===== src/rtl/pipe2_seq_pkg.sv =====
// Shared types and default widths for the stage-2 busD / register-file write sequencer.
package pipe2_seq_pkg;

    localparam int REG_AW_DEF = 5;
    localparam int DATA_W_DEF = 32;

    typedef enum logic [1:0] {
        BUSD_IDLE   = 2'd0,
        BUSD_DST    = 2'd1,
        BUSD_LASTPC = 2'd2,
        BUSD_LOAD   = 2'd3
    } busd_sel_e;

    typedef enum logic {
        ST_RUN  = 1'b0,
        ST_NILL = 1'b1
    } state_e;

endpackage


===== src/rtl/pipe2_ldq.sv =====
// Circular queue of outstanding load destinations with parallel address match
// against three query registers (two sources and a destination).
module pipe2_ldq #(
    parameter int DEPTH = 4,
    parameter int AW    = 5
) (
    input  logic                     clk,
    input  logic                     rst_n,
    input  logic                     push,
    input  logic [AW-1:0]            push_dst,
    input  logic                     pop,
    output logic [AW-1:0]            head_dst,
    output logic                     full,
    output logic                     empty,
    output logic [$clog2(DEPTH):0]   count,
    input  logic [AW-1:0]            query_a,
    input  logic [AW-1:0]            query_b,
    input  logic [AW-1:0]            query_dst,
    output logic                     match_a,
    output logic                     match_b,
    output logic                     match_dst
);

    localparam int PW = $clog2(DEPTH);
    localparam int CW = PW + 1;

    logic [AW-1:0]    slots [DEPTH];
    logic [DEPTH-1:0] valid;
    logic [PW-1:0]    wr_ptr;
    logic [PW-1:0]    rd_ptr;
    logic             push_ok;
    logic             pop_ok;

    assign full     = (count == CW'(DEPTH));
    assign empty    = (count == '0);
    assign push_ok  = push & ~full;
    assign pop_ok   = pop & ~empty;
    assign head_dst = slots[rd_ptr];

    // Pointers wrap naturally because DEPTH is a power of two.
    always_ff @(posedge clk or negedge rst_n) begin
        if (!rst_n) begin
            valid  <= '0;
            wr_ptr <= '0;
            rd_ptr <= '0;
            count  <= '0;
        end else begin
            if (push_ok) begin
                valid[wr_ptr] <= 1'b1;
                wr_ptr        <= wr_ptr + PW'(1);
            end
            if (pop_ok) begin
                valid[rd_ptr] <= 1'b0;
                rd_ptr        <= rd_ptr + PW'(1);
            end
            if (push_ok && !pop_ok) begin
                count <= count + CW'(1);
            end else if (pop_ok && !push_ok) begin
                count <= count - CW'(1);
            end
        end
    end

    always_ff @(posedge clk) begin
        if (push_ok) begin
            slots[wr_ptr] <= push_dst;
        end
    end

    always_comb begin
        match_a   = 1'b0;
        match_b   = 1'b0;
        match_dst = 1'b0;
        for (int i = 0; i < DEPTH; i++) begin
            if (valid[i] && slots[i] == query_a)   match_a   = 1'b1;
            if (valid[i] && slots[i] == query_b)   match_b   = 1'b1;
            if (valid[i] && slots[i] == query_dst) match_dst = 1'b1;
        end
    end

endmodule


===== src/rtl/pipe2_busd_sequencer.sv =====
// Stage-2 busD arbiter and register-file write sequencer: load returns own busD,
// outstanding load destinations gate stage 2, and a return squashes the next slot.
module pipe2_busd_sequencer
    import pipe2_seq_pkg::*;
#(
    parameter int REG_AW    = REG_AW_DEF,
    parameter int DATA_W    = DATA_W_DEF,
    parameter int LDQ_DEPTH = 4
) (
    input  logic                         clk,
    input  logic                         rst_n,
    input  logic                         s2_valid,
    output logic                         s2_ready,
    input  logic                         s2_write_rf,
    input  logic                         s2_lastpc_to_busd,
    input  logic                         s2_dst_to_busd,
    input  logic                         s2_load,
    input  logic                         s2_nill_on_return,
    input  logic [REG_AW-1:0]            s2_dst,
    input  logic [REG_AW-1:0]            s2_src_a,
    input  logic [REG_AW-1:0]            s2_src_b,
    input  logic                         s2_src_a_used,
    input  logic                         s2_src_b_used,
    input  logic [DATA_W-1:0]            alu_result,
    input  logic [DATA_W-1:0]            last_pc,
    output logic                         ld_issue,
    input  logic                         ld_rsp_valid,
    output logic                         ld_rsp_ready,
    input  logic [DATA_W-1:0]            ld_rsp_data,
    output logic [1:0]                   busd_sel,
    output logic                         rf_we,
    output logic [REG_AW-1:0]            rf_waddr,
    output logic [DATA_W-1:0]            rf_wdata,
    output logic                         nill_next,
    output logic [$clog2(LDQ_DEPTH):0]   ldq_count
);

    state_e            state;
    state_e            state_next;
    busd_sel_e         sel;
    logic              q_full;
    logic              q_empty;
    logic [REG_AW-1:0] head_dst;
    logic              match_a;
    logic              match_b;
    logic              match_dst;
    logic              ld_take;
    logic              squash;
    logic              wr_req;
    logic              raw_a;
    logic              raw_b;
    logic              hazard;
    logic              accept;
    logic              wr_take;

    pipe2_ldq #(
        .DEPTH (LDQ_DEPTH),
        .AW    (REG_AW)
    ) u_ldq (
        .clk       (clk),
        .rst_n     (rst_n),
        .push      (ld_issue),
        .push_dst  (s2_dst),
        .pop       (ld_take),
        .head_dst  (head_dst),
        .full      (q_full),
        .empty     (q_empty),
        .count     (ldq_count),
        .query_a   (s2_src_a),
        .query_b   (s2_src_b),
        .query_dst (s2_dst),
        .match_a   (match_a),
        .match_b   (match_b),
        .match_dst (match_dst)
    );

    assign ld_take = ld_rsp_valid & ~q_empty;
    assign squash  = (state == ST_NILL);
    assign wr_req  = s2_valid & s2_write_rf & (s2_lastpc_to_busd | s2_dst_to_busd);

    // A source is also unsafe while its producer is still in the RF write register.
    assign raw_a  = s2_src_a_used & (match_a | (rf_we & (rf_waddr == s2_src_a)));
    assign raw_b  = s2_src_b_used & (match_b | (rf_we & (rf_waddr == s2_src_b)));
    assign hazard = (wr_req & ld_take) | raw_a | raw_b
                  | (match_dst & (s2_write_rf | s2_load))
                  | (s2_load & q_full);

    assign s2_ready     = rst_n & (~s2_valid | squash | ~hazard);
    assign accept       = s2_valid & s2_ready;
    assign wr_take      = accept & wr_req & ~squash;
    assign ld_issue     = accept & s2_load & ~squash;
    assign ld_rsp_ready = rst_n & ~q_empty;
    assign nill_next    = squash;
    assign busd_sel     = sel;

    always_comb begin
        sel = BUSD_IDLE;
        if (ld_take) begin
            sel = BUSD_LOAD;
        end else if (wr_take) begin
            sel = s2_lastpc_to_busd ? BUSD_LASTPC : BUSD_DST;
        end
    end

    always_comb begin
        state_next = state;
        if (state == ST_RUN) begin
            if (accept && s2_nill_on_return) state_next = ST_NILL;
        end else begin
            if (s2_valid) state_next = ST_RUN;
        end
    end

    always_ff @(posedge clk or negedge rst_n) begin
        if (!rst_n) begin
            state <= ST_RUN;
        end else begin
            state <= state_next;
        end
    end

    always_ff @(posedge clk or negedge rst_n) begin
        if (!rst_n) begin
            rf_we    <= 1'b0;
            rf_waddr <= '0;
            rf_wdata <= '0;
        end else if (ld_take) begin
            rf_we    <= 1'b1;
            rf_waddr <= head_dst;
            rf_wdata <= ld_rsp_data;
        end else if (wr_take) begin
            rf_we    <= 1'b1;
            rf_waddr <= s2_dst;
            rf_wdata <= s2_lastpc_to_busd ? last_pc : alu_result;
        end else begin
            rf_we    <= 1'b0;
        end
    end

endmodule

===== config.mk =====
export PLATFORM = sky130hd
export DESIGN_NAME = pipe2_busd_sequencer
export DESIGN_NICKNAME = d
export VERILOG_FILES = /design/src/rtl/pipe2_seq_pkg.sv /design/src/rtl/pipe2_ldq.sv /design/src/rtl/pipe2_busd_sequencer.sv
export SDC_FILE = /design/constraint.sdc
export NUM_CORES = 1
export LEC_CHECK = 0
export CORE_ASPECT_RATIO = 1.25
export CORE_MARGIN = 4
export CORE_UTILIZATION = 45
export DETAILED_ROUTE_END_ITERATION = 8
export PLACE_DENSITY_LB_ADDON = 0.3
export SLEW_MARGIN = 20
export SYNTH_ARGS = -nofsm -noshare
export SYNTH_HDL_FRONTEND = slang
export SYNTH_SLANG_ARGS = --single-unit

===== constraint.sdc =====
create_clock -name clk -period 3.2 [get_ports clk]
set_clock_uncertainty 0.1 [all_clocks]
set_input_delay 0.32 -clock clk [delete_from_list [all_inputs] [get_ports clk]]
set_output_delay 0.32 -clock clk [all_outputs]
set_load 0.01 [all_outputs]

==> flow_summary.html <==
<table>
<tr><th>Metric</th><th>Value</th></tr>
<tr><th colspan="2">Setup path</th></tr>
<tr><td>Beginning of the worst register-to-register path</td><td>u_ldq.slots[1][1]$_DFFE_PP_</td></tr>
<tr><td>Critical-path top delay cell</td><td>sky130_fd_sc_hd__clkdlybuf4s50_1</td></tr>
<tr><td>Endpoint type of the worst setup path</td><td>output pin</td></tr>
<tr><td>Cells along the critical path</td><td>clkdlybuf4s50_1 &gt; xor2_1 &gt; nor4_2 &gt; and3_1 &gt; a31oi_2 &gt; a41oi_2 &gt; or4b_4 &gt; o21ai_0 &gt; dlygate4sd2_1</td></tr>
<tr><td>Arrival time at the worst endpoint</td><td>2.64 ns</td></tr>
<tr><td>Slowest cell delay on critical path</td><td>0.56 ns</td></tr>
<tr><td>Category of the most critical setup path</td><td>in2out</td></tr>
<tr><td>Buffers and inverters on the worst path</td><td>2</td></tr>
<tr><td>Worst endpoint required time</td><td>2.78 ns</td></tr>
<tr><td>Largest delay share family, worst path</td><td>buffers and inverters</td></tr>
<tr><td>Startpoint of the worst setup timing path</td><td>s2_src_b[0]</td></tr>
<tr><td>Category of the worst setup path launch point</td><td>input pin</td></tr>
<tr><td>Top fanout value on the critical path</td><td>4</td></tr>
<tr><th colspan="2">Timing</th></tr>
<tr><td>Final critical delay including setup and external delays</td><td>3.06 ns</td></tr>
<tr><td>Total count of max-transition violations in the final report</td><td>0</td></tr>
<tr><td>Max-Slew Margin vs Limit</td><td>56.4%</td></tr>
<tr><td>Transition time at the pin with the least slew margin</td><td>0.655 ns</td></tr>
<tr><td>Crit path setup slack, layout</td><td>0.141 ns</td></tr>
<tr><td>Setup repair after global routing missed its margin</td><td>false</td></tr>
<tr><td>Number of hold-slack violations in the final timing report</td><td>0</td></tr>
<tr><td>Final count of negative-setup-slack endpoints</td><td>0</td></tr>
<tr><td>Achievable frequency</td><td>327 MHz</td></tr>
<tr><td>Ratio of final minimum period to clock period</td><td>95.6%</td></tr>
<tr><td>Min Hold Slack</td><td>0.0261 ns</td></tr>
<tr><th colspan="2">Pwr</th></tr>
<tr><td>Maximum resistive drop on vdd</td><td>0.430 mV</td></tr>
<tr><td>Share of total power in sequential cells</td><td>34.9%</td></tr>
<tr><td>Switching power of the nets</td><td>1.33 mW</td></tr>
<tr><td>Pwr dens</td><td>598 nW/um^2</td></tr>
<tr><td>Part of the total power dissipated in combinational logic</td><td>40.5%</td></tr>
<tr><td>Relative contribution of the clock network to total power</td><td>24.6%</td></tr>
<tr><td>Sum of internal, switching and leakage power</td><td>4.12 mW</td></tr>
<tr><td>Internal power contribution</td><td>2.79 mW</td></tr>
<tr><td>Fraction of power spent switching nets</td><td>32.3%</td></tr>
<tr><td>Cell leakage power</td><td>2.80 nW</td></tr>
<tr><th colspan="2">Yosys</th></tr>
<tr><td>Post-Synthesis Mean Instance Area</td><td>10.1 sq um</td></tr>
<tr><td>Synth Area in Simple Gates</td><td>15.3%</td></tr>
<tr><td>Dominant combinational cell family by area after synthesis</td><td>simple AND/OR/NAND/NOR gates</td></tr>
<tr><td>Number of enable flip-flop cells after synthesis</td><td>20</td></tr>
<tr><td>Fraction of synthesized cell area taken by the top area cell type</td><td>27.6%</td></tr>
<tr><td>Cell variety after synth</td><td>38</td></tr>
<tr><td>Share of flip-flops with an asynchronous set or reset after synthesis</td><td>71.4%</td></tr>
<tr><td>Synth Warn #</td><td>0</td></tr>
<tr><td>Leading area contributor after synthesis</td><td>sky130_fd_sc_hd__dfrtp_1</td></tr>
<tr><td>Adder-cell share of the synthesized area</td><td>2.92%</td></tr>
<tr><td>Seq/Total Area, Yosys</td><td>40.8%</td></tr>
<tr><td>Mux contribution to synthesized area</td><td>6.01%</td></tr>
<tr><td>Synthesized-area fraction occupied by ao, oa, aoi and oai cells</td><td>14.7%</td></tr>
<tr><td>Biggest area contributors in the synthesized netlist</td><td>sky130_fd_sc_hd__dfrtp_1 (28%), sky130_fd_sc_hd__edfxtp_1 (13%), sky130_fd_sc_hd__xor2_1 (11%)</td></tr>
<tr><td>Most used DFF post-synth</td><td>sky130_fd_sc_hd__dfrtp_1</td></tr>
<tr><td>Cells after synthesis</td><td>449</td></tr>
<tr><td>Post-Synthesis Net Count</td><td>581</td></tr>
<tr><td>Syn Std Cell Area</td><td>4540 sq um</td></tr>
<tr><td>Xor and xnor area share after synthesis</td><td>14.5%</td></tr>
<tr><td>Flip-flop and latch count after synthesis</td><td>70</td></tr>
<tr><th colspan="2">Place</th></tr>
<tr><td>HPWL after detailed placement</td><td>11.3 mm</td></tr>
<tr><td>Worst setup slack before clock tree synthesis</td><td>-0.165 ns</td></tr>
<tr><td>Number of cells after detailed placement</td><td>744</td></tr>
<tr><td>Routability Congestion</td><td>0.940</td></tr>
<tr><td>Number of buffers inserted by port buffering</td><td>168</td></tr>
<tr><td>Instance area after placement</td><td>6480 sq um</td></tr>
<tr><th colspan="2">Clocking</th></tr>
<tr><td>Clock network latency to the later pin of the worst-skew pair</td><td>0.33 ns</td></tr>
<tr><td>TritonCTS Buffers</td><td>9</td></tr>
<tr><td>Clk pin slew, worst setup/hold paths</td><td>0.05 ns</td></tr>
<tr><td>H-tree levels</td><td>3</td></tr>
<tr><td>Clock tree buffer depth</td><td>2</td></tr>
<tr><td>Clock root buffer master</td><td>sky130_fd_sc_hd__clkbuf_16</td></tr>
<tr><td>TritonCTS clock tree</td><td>built</td></tr>
<tr><td>Count of clock tree sinks</td><td>70</td></tr>
<tr><td>Number of hold buffers added after CTS</td><td>0</td></tr>
<tr><th colspan="2">GRT</th></tr>
<tr><td>Vias in the first global route</td><td>4240</td></tr>
<tr><td>Gr usage total</td><td>24.8%</td></tr>
<tr><td>Maximum number of pins on one net before global-route repair</td><td>52</td></tr>
<tr><td>Wire length of the first global-routing pass</td><td>22.7 mm</td></tr>
<tr><td>Number of antenna violations at the first check in global routing</td><td>0</td></tr>
<tr><td>Overall overflow remaining after global route</td><td>0</td></tr>
<tr><th colspan="2">Final layout</th></tr>
<tr><td>Synth-to-Final Area Change</td><td>51.7%</td></tr>
<tr><td>Share of layout cells above drive strength 1</td><td>15.5%</td></tr>
<tr><td>Summed area of non-filler cells in the final layout</td><td>6880 sq um</td></tr>
<tr><td>Final Instance Count excl. Fillers</td><td>766</td></tr>
<tr><td>Final #Nets</td><td>766</td></tr>
<tr><th colspan="2">Route</th></tr>
<tr><td>Average detailed-routed wire length per instance</td><td>19.3 um</td></tr>
<tr><td>DR pass1 iterations</td><td>4</td></tr>
<tr><td>DRC Markers</td><td>0</td></tr>
<tr><td>Routed via count</td><td>4078</td></tr>
<tr><td>Vias per cell</td><td>5.32</td></tr>
<tr><td>Final Routed Wirelength</td><td>14.7 mm</td></tr>
<tr><td>Antenna-violating nets left</td><td>0</td></tr>
<tr><td>Number of design-rule violations left by the first detailed-router iteration</td><td>190</td></tr>
<tr><th colspan="2">Floorplanning</th></tr>
<tr><td>Die extent in y</td><td>120 um</td></tr>
<tr><td>Die outline width</td><td>97.8 um</td></tr>
<tr><td>Count of standard-cell rows</td><td>40</td></tr>
<tr><td>Number of primary I/O pins</td><td>169</td></tr>
<tr><td>Area of the die</td><td>11800 sq um</td></tr>
<tr><td>Initial core utilization</td><td>46.7%</td></tr>
<tr><td>Core Region</td><td>9710 sq um</td></tr>
<tr><th colspan="2">Job</th></tr>
<tr><td>Max-capacitance violation count</td><td>0</td></tr>
<tr><th colspan="2">Worst hold path</th></tr>
<tr><td>Min-Delay Path Class</td><td>in2async</td></tr>
<tr><th colspan="2">Run status</th></tr>
<tr><td>Status</td><td>finished, final reports clean</td></tr>
</table>
[cells in the final DEF (no fill, tap or decap), types with 11 or more instances in the layout]
cell	instances
sky130_fd_sc_hd__dfrtp_1	50
sky130_fd_sc_hd__a211oi_2	17
sky130_fd_sc_hd__xor2_1	57
sky130_fd_sc_hd__nor2_1	67
sky130_fd_sc_hd__and2_1	29
sky130_fd_sc_hd__xnor2_1	17
sky130_fd_sc_hd__clkdlybuf4s50_1	158
sky130_fd_sc_hd__a211oi_1	39
sky130_fd_sc_hd__edfxtp_1	20
sky130_fd_sc_hd__buf_4	45
sky130_fd_sc_hd__nor4_1	11
[state kept, by name (all words and copies together) (netlist names)]
register / flops
u_ldq.valid: 4
u_ldq.count: 3
nill_next: 1
rf_wdata: 32
u_ldq.wr_ptr: 2
u_ldq.slots: 20
rf_waddr: 5
u_ldq.rd_ptr: 2
rf_we: 1
[metal layers]
| metal | part of all wire [%] | routed length (um) | global-route usage, % |
|---|---|---|---|
| met1 | 39 | 5750 | 28.3 |
| met2 | 53 | 7850 | 44.6 |
| met3 | 5.2 | 761 | 5.60 |
| met4 | 2.7 | 394 | 10.4 |
| met5 | 0 | 0 | 0 |
[area by class of cell]
type	instances	area [sq um]
Timing Repair Buffer	214	2040
Clock inverter	4	43.8
Clock buffer	12	267
Sequential cell	70	1850
Inverter	11	41.3
Antenna cell	1	2.50
Multi-Input combinational cell	328	2480
Fill cell	756	2830
Tap cell	126	158
[power groups by stage]
stage                     clock, mW  combinational [mW]  sequential (mW)
after floorplan                   0               0.771             1.47
after global placement            0                1.62             1.44
after detailed placement          0                1.67             1.46
after CTS                      1.04                1.68             1.44
after global routing           1.08                1.80             1.47
final                          1.01                1.67             1.44
[kinds of logic (layout without fill, tap and decap cells)]
kind of cell / after synthesis / count (layout)
compound gates: 81 / 81
xor+xnor: 75 / 75
fa+ha+maj: 10 / 10
buf+inv: 51 / 241
flops: 70 / 70
mux: 20 / 20
other cells: 0 / 1
simple gates: 142 / 142
[synthesized netlist by cell type (all sizes together), types with 4 or more instances]
cell type  number
nor2           68
xor2           58
a211oi         56
dfrtp          50
and2           29
buf            23
edfxtp         20
clkbuf         17
xnor2          17
nor4           14
inv            10
nand3          10
ha              9
mux2i           9
nand2           9
o21ai           7
mux2            6
a21oi           5
and3            5
mux4            5
a2bb2oi         4
and4            4
[through the flow]
step                      setup TNS (ns)  util (%)
after floorplan                        0         -
after global placement            -0.534      66.8
after detailed placement           -1.03      66.8
after CTS                              0      70.5
after global routing                   0      70.9
final                                  0      70.9
[worst paths after layout]
kind | to | slack, ns | depth (start not counted)
min in group clk | nill_next$_DFF_PN0_ | 0.35 | 4
setup reg to reg | u_ldq.count[1]$_DFFE_PN0P_ | 0.24 | 11
max in group asynchronous | rf_wdata[25]$_DFFE_PN0P_ | 2.54 | 2
setup / recovery | busd_sel[1] | 0.14 | 9
hold reg to reg | u_ldq.count[2]$_DFFE_PN0P_ | 0.41 | 1
hold / removal | rf_wdata[20]$_DFFE_PN0P_ | 0.03 | 2
[repair_timing]
action	4_1_cts	5_1_grt
pin swaps	0	1
endpoints found under the setup margin	4	4
buffers inserted	5	0
resized for setup	8	8
cloned	0	0
(Power assumes the default switching activity.)
